### config.mk
export PLATFORM = sky130hd
export DESIGN_NAME = decimal_key_entry_flat
export DESIGN_NICKNAME = d
export VERILOG_FILES = /design/src/rtl/decimal_key_entry_pkg.sv /design/src/rtl/decimal_key_entry_if.sv /design/src/rtl/decimal_key_entry_debounce.sv /design/src/rtl/decimal_key_entry.sv /design/src/flat_wrapper.sv
export SDC_FILE = /design/constraint.sdc
export NUM_CORES = 1
export LEC_CHECK = 0
export ABC_AREA = 1
export BUFFER_PORTS_ARGS = -buffer_cell sky130_fd_sc_hd__buf_2
export CAP_MARGIN = 20
export CORE_MARGIN = 2
export CORE_UTILIZATION = 51
export DETAILED_ROUTE_END_ITERATION = 6
export PLACE_DENSITY = 0.81
export SLEW_MARGIN = 5
export SYNTH_ARGS = -nofsm -noshare
export SYNTH_HDL_FRONTEND = slang
export SYNTH_SLANG_ARGS = --single-unit
### constraint.sdc
create_clock -name clk -period 4.4 [get_ports clk]
set_input_delay 0.88 -clock clk [delete_from_list [all_inputs] [get_ports clk]]
set_output_delay 0.88 -clock clk [all_outputs]
set_load 0.05 [all_outputs]
### src/rtl/decimal_key_entry_pkg.sv
// decimal_key_entry_pkg: shared entry-FSM states, digit count and debounce default.
package decimal_key_entry_pkg;

    localparam int DIGITS      = 10;
    localparam int DEB_DEFAULT = 16;

    typedef enum logic [1:0] {WAIT_A, WAIT_B, DONE} state_t;

    function automatic logic is_onehot(input logic [DIGITS-1:0] v);
        return v != '0 && (v & (v - 1'b1)) == '0;
    endfunction

endpackage

### src/rtl/decimal_key_entry_if.sv
// decimal_key_entry_if: keypad inputs and one-hot operand outputs of the key entry block.
interface decimal_key_entry_if;
    import decimal_key_entry_pkg::*;

    logic [DIGITS-1:0] key_in;
    logic              clear;
    logic [DIGITS-1:0] A;
    logic [DIGITS-1:0] B;
    logic              valid;
    logic              err;

    modport master (output key_in, clear, input A, B, valid, err);
    modport slave  (input key_in, clear, output A, B, valid, err);

endinterface

### src/rtl/decimal_key_entry_debounce.sv
// key_debounce: two-flop synchronizer plus stability counter; key_db follows the
// synchronized vector once it has held unchanged for DEB_CYCLES cycles.
module key_debounce #(
    parameter int WIDTH      = 10,
    parameter int DEB_CYCLES = 16
) (
    input  logic             clk,
    input  logic             rst,
    input  logic [WIDTH-1:0] raw,
    output logic [WIDTH-1:0] key_db
);
    localparam int CW = $clog2(DEB_CYCLES + 1);

    logic [WIDTH-1:0] s1, s2, s3;
    logic [CW-1:0]    cnt;

    // s3 is the previous synchronized value, so a change restarts the run at one cycle held
    always_ff @(posedge clk or posedge rst)
        if (rst) begin
            s1     <= '0;
            s2     <= '0;
            s3     <= '0;
            cnt    <= '0;
            key_db <= '0;
        end else begin
            s1 <= raw;
            s2 <= s1;
            s3 <= s2;
            if (s2 != s3)
                cnt <= CW'(1);
            else if (cnt == CW'(DEB_CYCLES - 1))
                key_db <= s2;
            else
                cnt <= cnt + 1'b1;
        end

endmodule

### src/rtl/decimal_key_entry.sv
// decimal_key_entry: debounced decimal keypad capturing two one-hot operand digits A and B.
module decimal_key_entry
    import decimal_key_entry_pkg::*;
#(
    parameter int DEB_CYCLES = DEB_DEFAULT
) (
    input logic                 clk,
    input logic                 rst,
    decimal_key_entry_if.slave  bus
);
    logic [DIGITS-1:0] key_db, prev_db, a_n, b_n;
    logic              press, multi;
    state_t            state, state_n;

    key_debounce #(.WIDTH(DIGITS), .DEB_CYCLES(DEB_CYCLES)) u_deb (
        .clk    (clk),
        .rst    (rst),
        .raw    (bus.key_in),
        .key_db (key_db)
    );

    // only a transition out of all-released counts, so held or rolled keys never re-trigger
    assign press = prev_db == '0 && is_onehot(key_db);
    assign multi = prev_db == '0 && key_db != '0 && !is_onehot(key_db);

    always_comb begin
        state_n = state;
        a_n     = bus.A;
        b_n     = bus.B;
        if (bus.clear) begin
            state_n = WAIT_A;
            a_n     = '0;
            b_n     = '0;
        end else if (press) begin
            if (state == WAIT_B) begin
                b_n     = key_db;
                state_n = DONE;
            end else begin
                a_n     = key_db;
                b_n     = '0;
                state_n = WAIT_B;
            end
        end
    end

    always_ff @(posedge clk or posedge rst)
        if (rst) begin
            state     <= WAIT_A;
            prev_db   <= '0;
            bus.A     <= '0;
            bus.B     <= '0;
            bus.valid <= 1'b0;
            bus.err   <= 1'b0;
        end else begin
            state     <= state_n;
            prev_db   <= key_db;
            bus.A     <= a_n;
            bus.B     <= b_n;
            bus.valid <= state_n == DONE;
            bus.err   <= multi;
        end

endmodule

### src/flat_wrapper.sv
// flat-port wrapper written by rule: the top's interface ports become plain ports
module decimal_key_entry_flat import decimal_key_entry_pkg::*;
#(
    parameter int DEB_CYCLES = DEB_DEFAULT
)
  (clk, rst, bus_key_in, bus_clear, bus_A, bus_B, bus_valid, bus_err);
  decimal_key_entry_if bus_i ();
  input logic clk;
  input logic rst;
  input wire logic [$bits(bus_i.key_in)-1:0] bus_key_in;
  input wire logic [$bits(bus_i.clear)-1:0] bus_clear;
  output wire logic [$bits(bus_i.A)-1:0] bus_A;
  output wire logic [$bits(bus_i.B)-1:0] bus_B;
  output wire logic [$bits(bus_i.valid)-1:0] bus_valid;
  output wire logic [$bits(bus_i.err)-1:0] bus_err;
  assign bus_i.key_in = bus_key_in;
  assign bus_i.clear = bus_clear;
  assign bus_A = bus_i.A;
  assign bus_B = bus_i.B;
  assign bus_valid = bus_i.valid;
  assign bus_err = bus_i.err;
  decimal_key_entry #(.DEB_CYCLES(DEB_CYCLES)) u_core (.clk(clk), .rst(rst), .bus(bus_i));
endmodule
==> results by group, run 1 <==
Outcome
  • Status: finished, final reports clean

Synthesis
  • Synth cell types: 29
  • Post-synth top flop: dfrtp_1
  • Synth async-reset ratio: 100.0%
  • Yosys reg bits: 79
  • Synth Area per Inst: 10.21 um2
  • Mapped Area: ~0.003 mm2
  • Syn Nets: between 300 and 400
  • Seq/Total Area, Yosys: 66.05%
  • Mapped Cells: roughly 290
  • YS warnings: 0
  • Number of enable flip-flop cells after synthesis: 0

Global routing
  • Initial antenna violation count: 0
  • Vias in the first global route: 2075
  • GRT Residual Overflow: 0
  • First-pass GRT wire length: 8.928 mm
  • GRT Overall Usage: a little under a fifth
  • Largest net degree at the start of global routing: between 50 and 60

Drt
  • DR WL/cell: 12.42 um
  • TritonRoute pass-1 iters: 4
  • Routed Antenna Nets: 0
  • Vias/cell: roughly 5
  • Via count: 2052
  • WL final: 5.103 mm
  • DR iter-0 viols: 100
  • DR DRC count: 0

Clock tree
  • Post-CTS setup buffers: 0
  • CTS clock-pin slew for the worst setup and hold paths: roughly 80 ps
  • Clock Latency Late Sink: 350 ps
  • CTS tree: yes
  • CTS H-tree lvls: 3
  • Total number of clock tree sinks: 79
  • Post-CTS resize count: 0
  • CTS buffer count: 9
  • Root Driver: clkbuf_8
  • Number of buffers on the longest clock path: 2
  • Hold buffers post-CTS: 0

Critical path
  • Top cell by count, worst path: nand2_1
  • Largest stage delay on the critical path: roughly 640 ps
  • Critical Path RT: roughly 4600 ps
  • Crit. End Element: flip-flop
  • Worst setup SP type: flip-flop
  • Crit path kind: reg2reg
  • Critical Path Fanout Max: 13
  • Max stage delay cell, worst path: a211oi_2
  • Worst EP arrival: 2320 ps
  • Cells along the critical path: or2_2 -> a211oi_2 -> nand3_1 -> nand2_1 -> nand2_1

Die
  • Initial core utilization: 53.69%
  • Die W: 80.61 um
  • Vert. Die Dim: roughly 80 um
  • IO Pins: 35
  • Core Region: approximately 0.0056 mm2
  • Die area: about 0.0065 mm2
  • Row Count: 27

Placed design
  • Final Wtd Congestion: 0.8091
  • DP HPWL: 3.634 mm
  • Placed cell areas: approximately 0.0032 mm2
  • I/O Buffers: 34

Timing
  • Fin Setup TNS: 0 ps
  • Fin. Hold Viols: 0
  • Post-layout min period: 2082 ps
  • Setup Skew: 13.37 ps
  • Final Max Slew Viols: 0
  • Rel. slew slack: 52.05%
  • RSZ-0062 raised after global routing: no
  • Final period util: between 40% and 50%
  • Pin slew with the least headroom to its limit: 717.9 ps
  • Achievable Freq: 480.2 MHz
  • Final Setup Violations: 0

Cells and area
  • Final nets: 349
  • Filler instances: around 480
  • FF+latch area: 0.001977 mm2
  • Commonest non-fill, non-tap cell in the layout: nand2_1
  • Multi-input combinational cell area: 897.1 um2
  • Most frequent cells in the layout: 90 x nand2_1, 79 x dfrtp_1, 34 x buf_2
  • Area growth syn-to-layout: 16.10%
  • ANT cells: 0
  • Layout cells sized above 1: 20.35%
  • Post-route cell area: 0.003475 mm2

Min path
  • HP Class: reg2reg

Power and ir drop
  • Worst vdd ir: 0.2817 mV
  • Pwr Density: 385.5 mW/mm2
  • Leakage: 1.850 nW

Run
  • Max Cap Viol: 0
## per-layer routing
metal  wire, um  share of wire, %  global-route usage (%)  vias up
met1       2214                43                   20.90      979
met5          0                 0                       0        -
met4        106               2.1                   8.475        0
met3        244               4.8                   6.180       10
li1           -                 -                       -     1017
met2       2538                50                   31.17       46
## worst max-delay path, delay by kind of cell (launching register included)
kind / cells / cell delay, ps
AOI/OAI and AO/OA: 1 / 640
and+or+nand+nor: 4 / 920
DFF: 1 / 410
## final timing paths
path,startpoint,endpoint,slack [ps],cells after the start
setup reg to reg,u_core.u_deb.s2[9],u_core.u_deb.key_db[9],2320,5
hold reg to reg,u_core.u_deb.s1[7],u_core.u_deb.s2[7],350,0
min in group asynchronous,rst,u_core.u_deb.key_db[8],590,2
setup / recovery,u_core.u_deb.s2[9],u_core.u_deb.key_db[9],2320,5
max in group asynchronous,rst,u_core.u_deb.cnt[2],2900,4
hold / removal,u_core.u_deb.s1[7],u_core.u_deb.s2[7],350,0
## final cells by class
cell class,count,share of cell area (%)
Multi-Input combinational cell,185,25.82
Clock buffer,11,4.357
Timing Repair Buffer,37,6.122
Inverter,22,2.377
Tap cell,72,2.593
Sequential cell,79,56.90
Clock inverter,5,1.837
## power by group
| group | internal, mW | switching [mW] | total [mW] |
|---|---|---|---|
| combinational | 0.0129 | 0.0253 | 0.0382 |
| sequential | 0.739 | 0.00794 | 0.747 |
| clock | 0.297 | 0.257 | 0.554 |
## state kept, by name, summed over array words and instances, names as in the netlist
register / flops
u_core.bus.A: 10
u_core.u_deb.s2: 10
u_core.u_deb.key_db: 10
u_core.u_deb.s1: 10
u_core.prev_db: 10
u_core.state: 2
u_core.bus.B: 10
u_core.bus.err: 1
u_core.bus.valid: 1
u_core.u_deb.cnt: 5
u_core.u_deb.s3: 10
## kinds of logic after synthesis
| group | after synthesis | synth area share, % |
|---|---|---|
| flops | 79 | 66.05 |
| buf+inv | 29 | 3.971 |
| xor+xnor | 9 | 2.634 |
| fa+ha+maj | 2 | 0.8360 |
| simple gates | 163 | 24.08 |
| compound gates | 11 | 2.424 |
## Yosys cell counts, types with 3 or more instances
master    count  area [um2]
nand2_1      90       337.8
dfrtp_1      79        1977
nor2_1       30       112.6
inv_1        20       75.07
nand3_1      16       80.08
nand4_1      13       81.33
a21oi_1       5       25.02
xor2_1        5       43.79
xnor2_1       4       35.03
clkbuf_1      3       11.26
or2_2         3       18.77
## metrics by stage
stage	worst slack [ps]	instances	util, %	total power, mW	hold WS [ps]
after global placement	2259	394	57.98	0.7962	331.6
after global routing	2052	411	62.33	1.388	355.8
after CTS	2316	410	61.84	1.353	354.0
after floorplan	1497	293	-	0.7844	331.2
final	2318	411	62.33	1.339	353.4
after detailed placement	2231	394	57.98	0.7983	334.7
(Power assumes the default switching activity.)
==> inputs of run 2 (changes only) <==
--- a/config.mk
+++ b/config.mk
@@ -11,7 +11,7 @@
 export CORE_MARGIN = 2
 export CORE_UTILIZATION = 51
 export DETAILED_ROUTE_END_ITERATION = 6
-export PLACE_DENSITY = 0.81
+export PLACE_DENSITY = 0.84
 export SLEW_MARGIN = 5
 export SYNTH_ARGS = -nofsm -noshare
 export SYNTH_HDL_FRONTEND = slang
==> constraint.sdc (replaced) <==
create_clock -name clk -period 1.8 [get_ports clk]
set_input_delay 0.36 -clock clk [delete_from_list [all_inputs] [get_ports clk]]
set_output_delay 0.36 -clock clk [all_outputs]
set_load 0.05 [all_outputs]
==> run 2 against run 1 <==
Effect of this change: final cell count rose by 2.2%; non-clock buffer count rose by 9; setup slack worse by 2300 ps; critical path depth rose by 3.
==> results by group, run 2 (synthesis gave the netlist of run 1 again) <==
Power and ir drop
  • Internal: 2.468 mW (was 1.049 mW)
  • Pwr Density: 878.9 mW/mm2 (was 385.5 mW/mm2)
  • Final Total Pwr: 3.140 mW (was 1.339 mW)
  • Clock group share of total power: 38.8% (was 41.3%)
  • Part of the power in registers: 58.2% (was 55.8%)
  • Worst vdd ir: 0.6569 mV (was 0.2817 mV)
  • Switching pwr: 0.6716 mW (was 0.2904 mW)
  • Comb power frac: 3.0% (was 2.9%)
  • Leakage: 1.876 nW (was 1.850 nW)
  • Switch share: 21.39% (was 21.68%)

Die
  • Row Count: 27 (unchanged)
  • Vert. Die Dim: 80.61 um (unchanged)
  • Initial core utilization: 53.69% (unchanged)
  • Die area: 0.006497 mm2 (unchanged)
  • Core Region: 0.005574 mm2 (unchanged)
  • IO Pins: 35 (unchanged)
  • Die W: 80.61 um (unchanged)

Cells and area
  • FF+latch area: 0.001981 mm2 (was 0.001977 mm2)
  • Area growth syn-to-layout: 19.36% (was 16.10%)
  • Most frequent cells in the layout: 88 x nand2_1, 76 x dfrtp_1, 34 x buf_2 (was 90 x nand2_1, 79 x dfrtp_1, 34 x buf_2)
  • Multi-input combinational cell area: 957.2 um2 (was 897.1 um2)
  • Layout cells sized above 1: 24.71% (was 20.35%)
  • Post-route cell area: 0.003572 mm2 (was 0.003475 mm2)
  • ANT cells: 0 (unchanged)
  • Filler instances: 426 (was 477)
  • Commonest non-fill, non-tap cell in the layout: nand2_1 (unchanged)
  • Final nets: 359 (was 349)
  • Util after Layout: 64.09% (was 62.33%)
  • Non-Filler Instances: 420 (was 411)

Min path
  • HP Class: in2async (was reg2reg)

Timing
  • Post-route worst setup slack: 27.94 ps (was 2318 ps)
  • Fin. Hold Viols: 0 (unchanged)
  • Pin slew with the least headroom to its limit: 399.1 ps (was 717.9 ps)
  • Rel. slew slack: 73.39% (was 52.05%)
  • Achievable Freq: 564.3 MHz (was 480.2 MHz)
  • Worst hold margin: 116.5 ps (was 353.4 ps)
  • Final Max Slew Viols: 0 (unchanged)
  • Setup Skew: 9.235 ps (was 13.37 ps)
  • Post-layout min period: 1772 ps (was 2082 ps)
  • Fin Setup TNS: 0 ps (unchanged)
  • Final Setup Violations: 0 (unchanged)
  • Final period util: 98.45% (was 47.32%)
  • RSZ-0062 raised after global routing: yes (was no)

Run
  • Max Cap Viol: 0 (unchanged)

Clock tree
  • Clock Latency Late Sink: 340 ps (was 350 ps)
  • CTS tree: yes (unchanged)
  • CTS H-tree lvls: 3 (unchanged)
  • Number of buffers on the longest clock path: 2 (unchanged)
  • Hold buffers post-CTS: 0 (unchanged)
  • CTS buffer count: 9 (unchanged)
  • CTS clock-pin slew for the worst setup and hold paths: 70 ps (was 80 ps)
  • Total number of clock tree sinks: 79 (unchanged)
  • Root Driver: clkbuf_8 (unchanged)

Critical path
  • Max stage delay cell, worst path: dfrtp_2 (was a211oi_2)
  • WP buf/inv: 1 (was 0)
  • Top cell by count, worst path: nor2_4 (was nand2_1)
  • Cells along the critical path: nor2_4 -> nand3_2 -> o21a_1 -> nor2_4 -> nand4_4 -> buf_6 -> nand3_1 -> nand2_1 (was or2_2 -> a211oi_2 -> nand3_1 -> nand2_1 -> nand2_1)
  • Worst EP arrival: 2000 ps (was 2320 ps)
  • R2R Setup Slk: 30 ps (was 2320 ps)
  • Critical Path RT: 2020 ps (was 4640 ps)
  • Crit. End Element: flip-flop (unchanged)
  • Largest stage delay on the critical path: 450 ps (was 640 ps)
  • Reg-to-Reg Start: u_core.u_deb.key_db[1] (was u_core.u_deb.s2[9])
  • Worst setup SP type: flip-flop (unchanged)
  • Crit path kind: reg2reg (unchanged)
  • Family with the most delay on the worst path: simple AND/OR/NAND/NOR gates (unchanged)
  • Worst R2R Path Depth: 8 (was 5)
  • Critical Path Fanout Max: 8 (was 13)
  • Reg-to-reg endpoint: u_core.bus.A[9] (was u_core.u_deb.key_db[9])

Placed design
  • Final Wtd Congestion: 0.9287 (was 0.8091)
  • DP HPWL: 3.949 mm (was 3.634 mm)
  • Placed cell areas: 0.003301 mm2 (was 0.003232 mm2)
  • Placed Cells: 401 (was 394)
  • I/O Buffers: 34 (unchanged)
  • Dpl ws: -2.239 ps (was 2231 ps)

Drt
  • DR iter-0 viols: 128 (was 100)
  • DR DRC count: 0 (unchanged)
  • Routed Antenna Nets: 0 (unchanged)
  • Via count: 2204 (was 2052)
  • TritonRoute pass-1 iters: 4 (unchanged)
  • DR WL/cell: 13.62 um (was 12.42 um)
  • WL final: 5.721 mm (was 5.103 mm)
  • Vias/cell: 5.248 (was 4.993)

Global routing
  • Grt peak-use layer: met2 (unchanged)
  • GR Util met3: 4.045% (was 6.180%)
  • GRT Residual Overflow: 0 (unchanged)
  • GRT Overall Usage: 19.07% (was 18.36%)
  • First-pass GRT wire length: 9.183 mm (was 8.928 mm)
  • Largest net degree at the start of global routing: 80 (was 53)
  • Met1 usage: 22.48% (was 20.90%)
  • Met2 usage: 31.75% (was 31.17%)
  • Initial antenna violation count: 0 (unchanged)
  • Vias in the first global route: 2091 (was 2075)

Outcome
  • Status: finished, final reports clean (unchanged)
[run 2: cell types whose count changed in the layout (fill, tap and decap cells not counted), sizes merged]
cell / change
buf: +9
inv: -2
clkinvlp: +1
nor2: +1
[run 2: how the worst max path moves through the flow]
stage / endpoint / depth (start not counted) / start
final: u_core.bus.A[9] / 8 / u_core.u_deb.key_db[1]
after global routing: u_core.bus.A[8] / 9 / u_core.u_deb.key_db[1]
after CTS: u_core.bus.A[8] / 9 / u_core.u_deb.key_db[4]
after detailed placement: u_core.u_deb.key_db[3] / 6 / u_core.u_deb.cnt[0]
after global placement: u_core.u_deb.key_db[5] / 6 / u_core.u_deb.cnt[0]
after floorplan: u_core.u_deb.cnt[3] / 8 / u_core.u_deb.cnt[0]
[run 2: what timing repair did]
item	4_1_cts	5_1_grt
cloned	0	1
hold endpoints to repair	0	0
buffers inserted	0	3
resized for setup	1	16
pin swaps	0	7
endpoints found under the setup margin	8	35
[run 2: worst min-delay path, cell delays in order]
cell	delay, ps
buf_2	110
clkinvlp_4	70
buf_12	330
[run 2: area by class of cell]
type,instances,area share [%]
Inverter,22,2.487
Clock buffer,11,3.678
Tap cell,72,2.522
Multi-Input combinational cell,186,26.80
Sequential cell,79,55.45
Clock inverter,4,1.331
Timing Repair Buffer,46,7.741
[run 2: power by group through the flow]
| stage | Combinational [mW] | Sequential (mW) | Clock [mW] |
|---|---|---|---|
| 2_1_floorplan | 0.0611 | 1.86 | 0 |
| 3_3_place_gp | 0.0911 | 1.86 | 0 |
| 3_5_place_dp | 0.0948 | 1.86 | 0 |
| 4_1_cts | 0.0953 | 1.83 | 1.25 |
| 5_1_grt | 0.107 | 1.83 | 1.33 |
| 6_report | 0.0943 | 1.83 | 1.22 |
[run 2: layer usage]
metal | vias up | part of all wire [%] | routed length (um)
met4 | 0 | 3.2 | 185
li1 | 1033 | - | -
met2 | 86 | 51 | 2921
met5 | - | 0 | 0
met3 | 21 | 6.4 | 366
met1 | 1064 | 39 | 2247
==> inputs of run 3 (changes only) <==
--- a/config.mk
+++ b/config.mk
@@ -8,6 +8,7 @@
 export ABC_AREA = 1
 export BUFFER_PORTS_ARGS = -buffer_cell sky130_fd_sc_hd__buf_2
 export CAP_MARGIN = 20
+export CORE_ASPECT_RATIO = 0.5
 export CORE_MARGIN = 2
 export CORE_UTILIZATION = 51
 export DETAILED_ROUTE_END_ITERATION = 6
==> run 3 against run 2 <==
Effect of this change: hold slack worse by 56 ps; combinational power grew 0.6%; total power rose by 14%; clock power rose by 35%; global-route usage shrank 0.19 points; final cell count increased by 0.24%; sequential share of layout area shrank 1.4 points; final area increased by 2.5%; fmax shrank 0.45%; utilization increased by 1.7 points; register-to-register slack is essentially flat; critical endpoint is now u_core.bus.A[4].
==> results by group, run 3 (synthesis gave the netlist of run 1 again) <==
Die
  • Row Count: 19 (was 27)
  • Initial core utilization: 53.80% (was 53.69%)
  • Die area: 0.006535 mm2 (was 0.006497 mm2)
  • Vert. Die Dim: 58.17 um (was 80.61 um)
  • Core Region: 0.005563 mm2 (was 0.005574 mm2)
  • Die W: 112.3 um (was 80.61 um)
  • IO Pins: 35 (unchanged)

Timing
  • Final Max Slew Viols: 0 (unchanged)
  • Fin. Hold Viols: 0 (unchanged)
  • Fin Setup TNS: 0 ps (unchanged)
  • Final period util: 98.90% (was 98.45%)
  • Worst hold margin: 60.04 ps (was 116.5 ps)
  • Achievable Freq: 561.8 MHz (was 564.3 MHz)
  • RSZ-0062 raised after global routing: yes (unchanged)
  • Post-layout min period: 1780 ps (was 1772 ps)
  • Rel. slew slack: 65.96% (was 73.39%)
  • Pin slew with the least headroom to its limit: 509.6 ps (was 399.1 ps)
  • Setup Skew: 6.595 ps (was 9.235 ps)
  • Final Setup Violations: 0 (unchanged)

Clock tree
  • Total number of clock tree sinks: 79 (unchanged)
  • CTS tree: yes (unchanged)
  • CTS clock-pin slew for the worst setup and hold paths: 60 ps (was 70 ps)
  • CTS H-tree lvls: 3 (unchanged)
  • Number of buffers on the longest clock path: 2 (unchanged)
  • CTS buffer count: 9 (unchanged)
  • Hold buffers post-CTS: 0 (unchanged)
  • Root Driver: clkbuf_16 (was clkbuf_8)
  • Clock Latency Late Sink: 330 ps (was 340 ps)

Critical path
  • Crit. End Element: flip-flop (unchanged)
  • Crit path kind: reg2reg (unchanged)
  • Worst setup SP type: flip-flop (unchanged)
  • Worst EP arrival: 2000 ps (about the same)
  • Critical Path RT: 2020 ps (about the same)
  • Critical Path Fanout Max: 5 (was 8)

Cells and area
  • Final nets: 358 (was 359)
  • Post-route cell area: 0.003662 mm2 (was 0.003572 mm2)
  • Area growth syn-to-layout: 22.37% (was 19.36%)
  • Commonest non-fill, non-tap cell in the layout: nand2_1 (unchanged)
  • ANT cells: 0 (unchanged)
  • Most frequent cells in the layout: 89 x nand2_1, 77 x dfrtp_1, 35 x buf_2 (was 88 x nand2_1, 76 x dfrtp_1, 34 x buf_2)
  • Layout cells sized above 1: 24.43% (was 24.71%)

Power and ir drop
  • Worst vdd ir: 0.5823 mV (was 0.6569 mV)
  • Leakage: 1.916 nW (was 1.876 nW)
  • Pwr Density: 976.9 mW/mm2 (was 878.9 mW/mm2)

Global routing
  • Vias in the first global route: 2006 (was 2091)
  • GRT Overall Usage: 18.88% (was 19.07%)
  • Initial antenna violation count: 0 (unchanged)
  • Largest net degree at the start of global routing: 42 (was 80)
  • GRT Residual Overflow: 0 (unchanged)
  • First-pass GRT wire length: 9.135 mm (was 9.183 mm)

Drt
  • Routed Antenna Nets: 0 (unchanged)
  • TritonRoute pass-1 iters: 4 (unchanged)
  • DR DRC count: 0 (unchanged)
  • DR iter-0 viols: 116 (was 128)
  • Via count: 2109 (was 2204)
  • Top Metal Used: met4 (unchanged)
  • WL final: 5.646 mm (was 5.721 mm)
  • Vias/cell: 5.010 (was 5.248)
  • WL met3: 342 um (was 366 um)
  • DR WL/cell: 13.41 um (was 13.62 um)
  • Met1 WL: 2.474 mm (was 2.247 mm)
  • Met2 wire length: 2.736 mm (was 2.921 mm)

Run
  • Max Cap Viol: 0 (unchanged)

Placed design
  • I/O Buffers: 34 (unchanged)
  • Placed cell areas: 0.003294 mm2 (was 0.003301 mm2)
  • Final Wtd Congestion: 0.8182 (was 0.9287)
  • DP HPWL: 3.727 mm (was 3.949 mm)

Outcome
  • Status: finished, final reports clean (unchanged)

Min path
  • HP Class: in2async (unchanged)
run 3: cell count changes in the layout (fill, tap and decap cells not counted), sizes merged:
cell | previous run | this run
buf | 46 | 45
bufinv | 1 | 0
inv | 21 | 22
clkinvlp | 2 | 3
run 3: path summary, 6_finish.rpt:
path | slack, ps | cells past startpoint | from | to
setup reg to reg | 20 | 9 | u_core.u_deb.key_db[1] | u_core.bus.A[4]
hold reg to reg | 350 | 0 | u_core.u_deb.s1[8] | u_core.u_deb.s2[8]
hold / removal | 60 | 2 | rst | u_core.bus.A[8]
min in group clk | 130 | 1 | bus_key_in[5] | u_core.u_deb.s1[5]
max in group asynchronous | 1150 | 3 | rst | u_core.u_deb.key_db[1]
setup / recovery | 20 | 9 | u_core.u_deb.key_db[1] | u_core.bus.A[4]
run 3: repair_timing:
item,in CTS,in global routing
buffers inserted,0,2
resized for setup,0,15
setup endpoints to repair,0,33
run 3: routing by layer:
layer  vias up  global-route usage (%)
met5         -                       0
met4         0                   8.014
met3         8                   8.787
met2        67                   29.78
met1       994                   22.94
li1       1040                       -
run 3: area by class of cell:
class	count	area (um2)
Sequential cell	79	1979
Fill cell	407	1901
Multi-Input combinational cell	186	952.2
Timing Repair Buffer	45	266.5
Clock buffer	11	242.7
Tap cell	73	91.34
Inverter	22	88.84
Clock inverter	5	41.29
run 3: stage by stage:
stage	util [%]	power (mW)	setup WS (ps)	instances
after floorplan	-	1.918	248.1	293
final	65.83	3.578	19.86	421
after detailed placement	59.22	1.959	44.16	401
after CTS	64.33	3.624	25.94	417
after global routing	65.83	3.745	-92.88	421
after global placement	59.22	1.952	110.6	401
run 3: worst max-delay path, cell delays in order (launching register included):
cell and delay [ps]:
dfrtp_2 450, nor2_4 180, a21oi_1 90, nor2_1 140, nand3_2 110, nor2_4 190, nand4_4 170, buf_2 200
nand3_1 80, nand2_1 60
run 3: report_power, final:
group | internal, mW | total, mW | leakage [nW] | switching [mW]
logic | 0.0319 | 0.0949 | 0.758 | 0.0630
clock network | 0.979 | 1.65 | 0.132 | 0.673
registers | 1.81 | 1.83 | 1.03 | 0.0201
total | 2.82 | 3.58 | 1.92 | 0.756
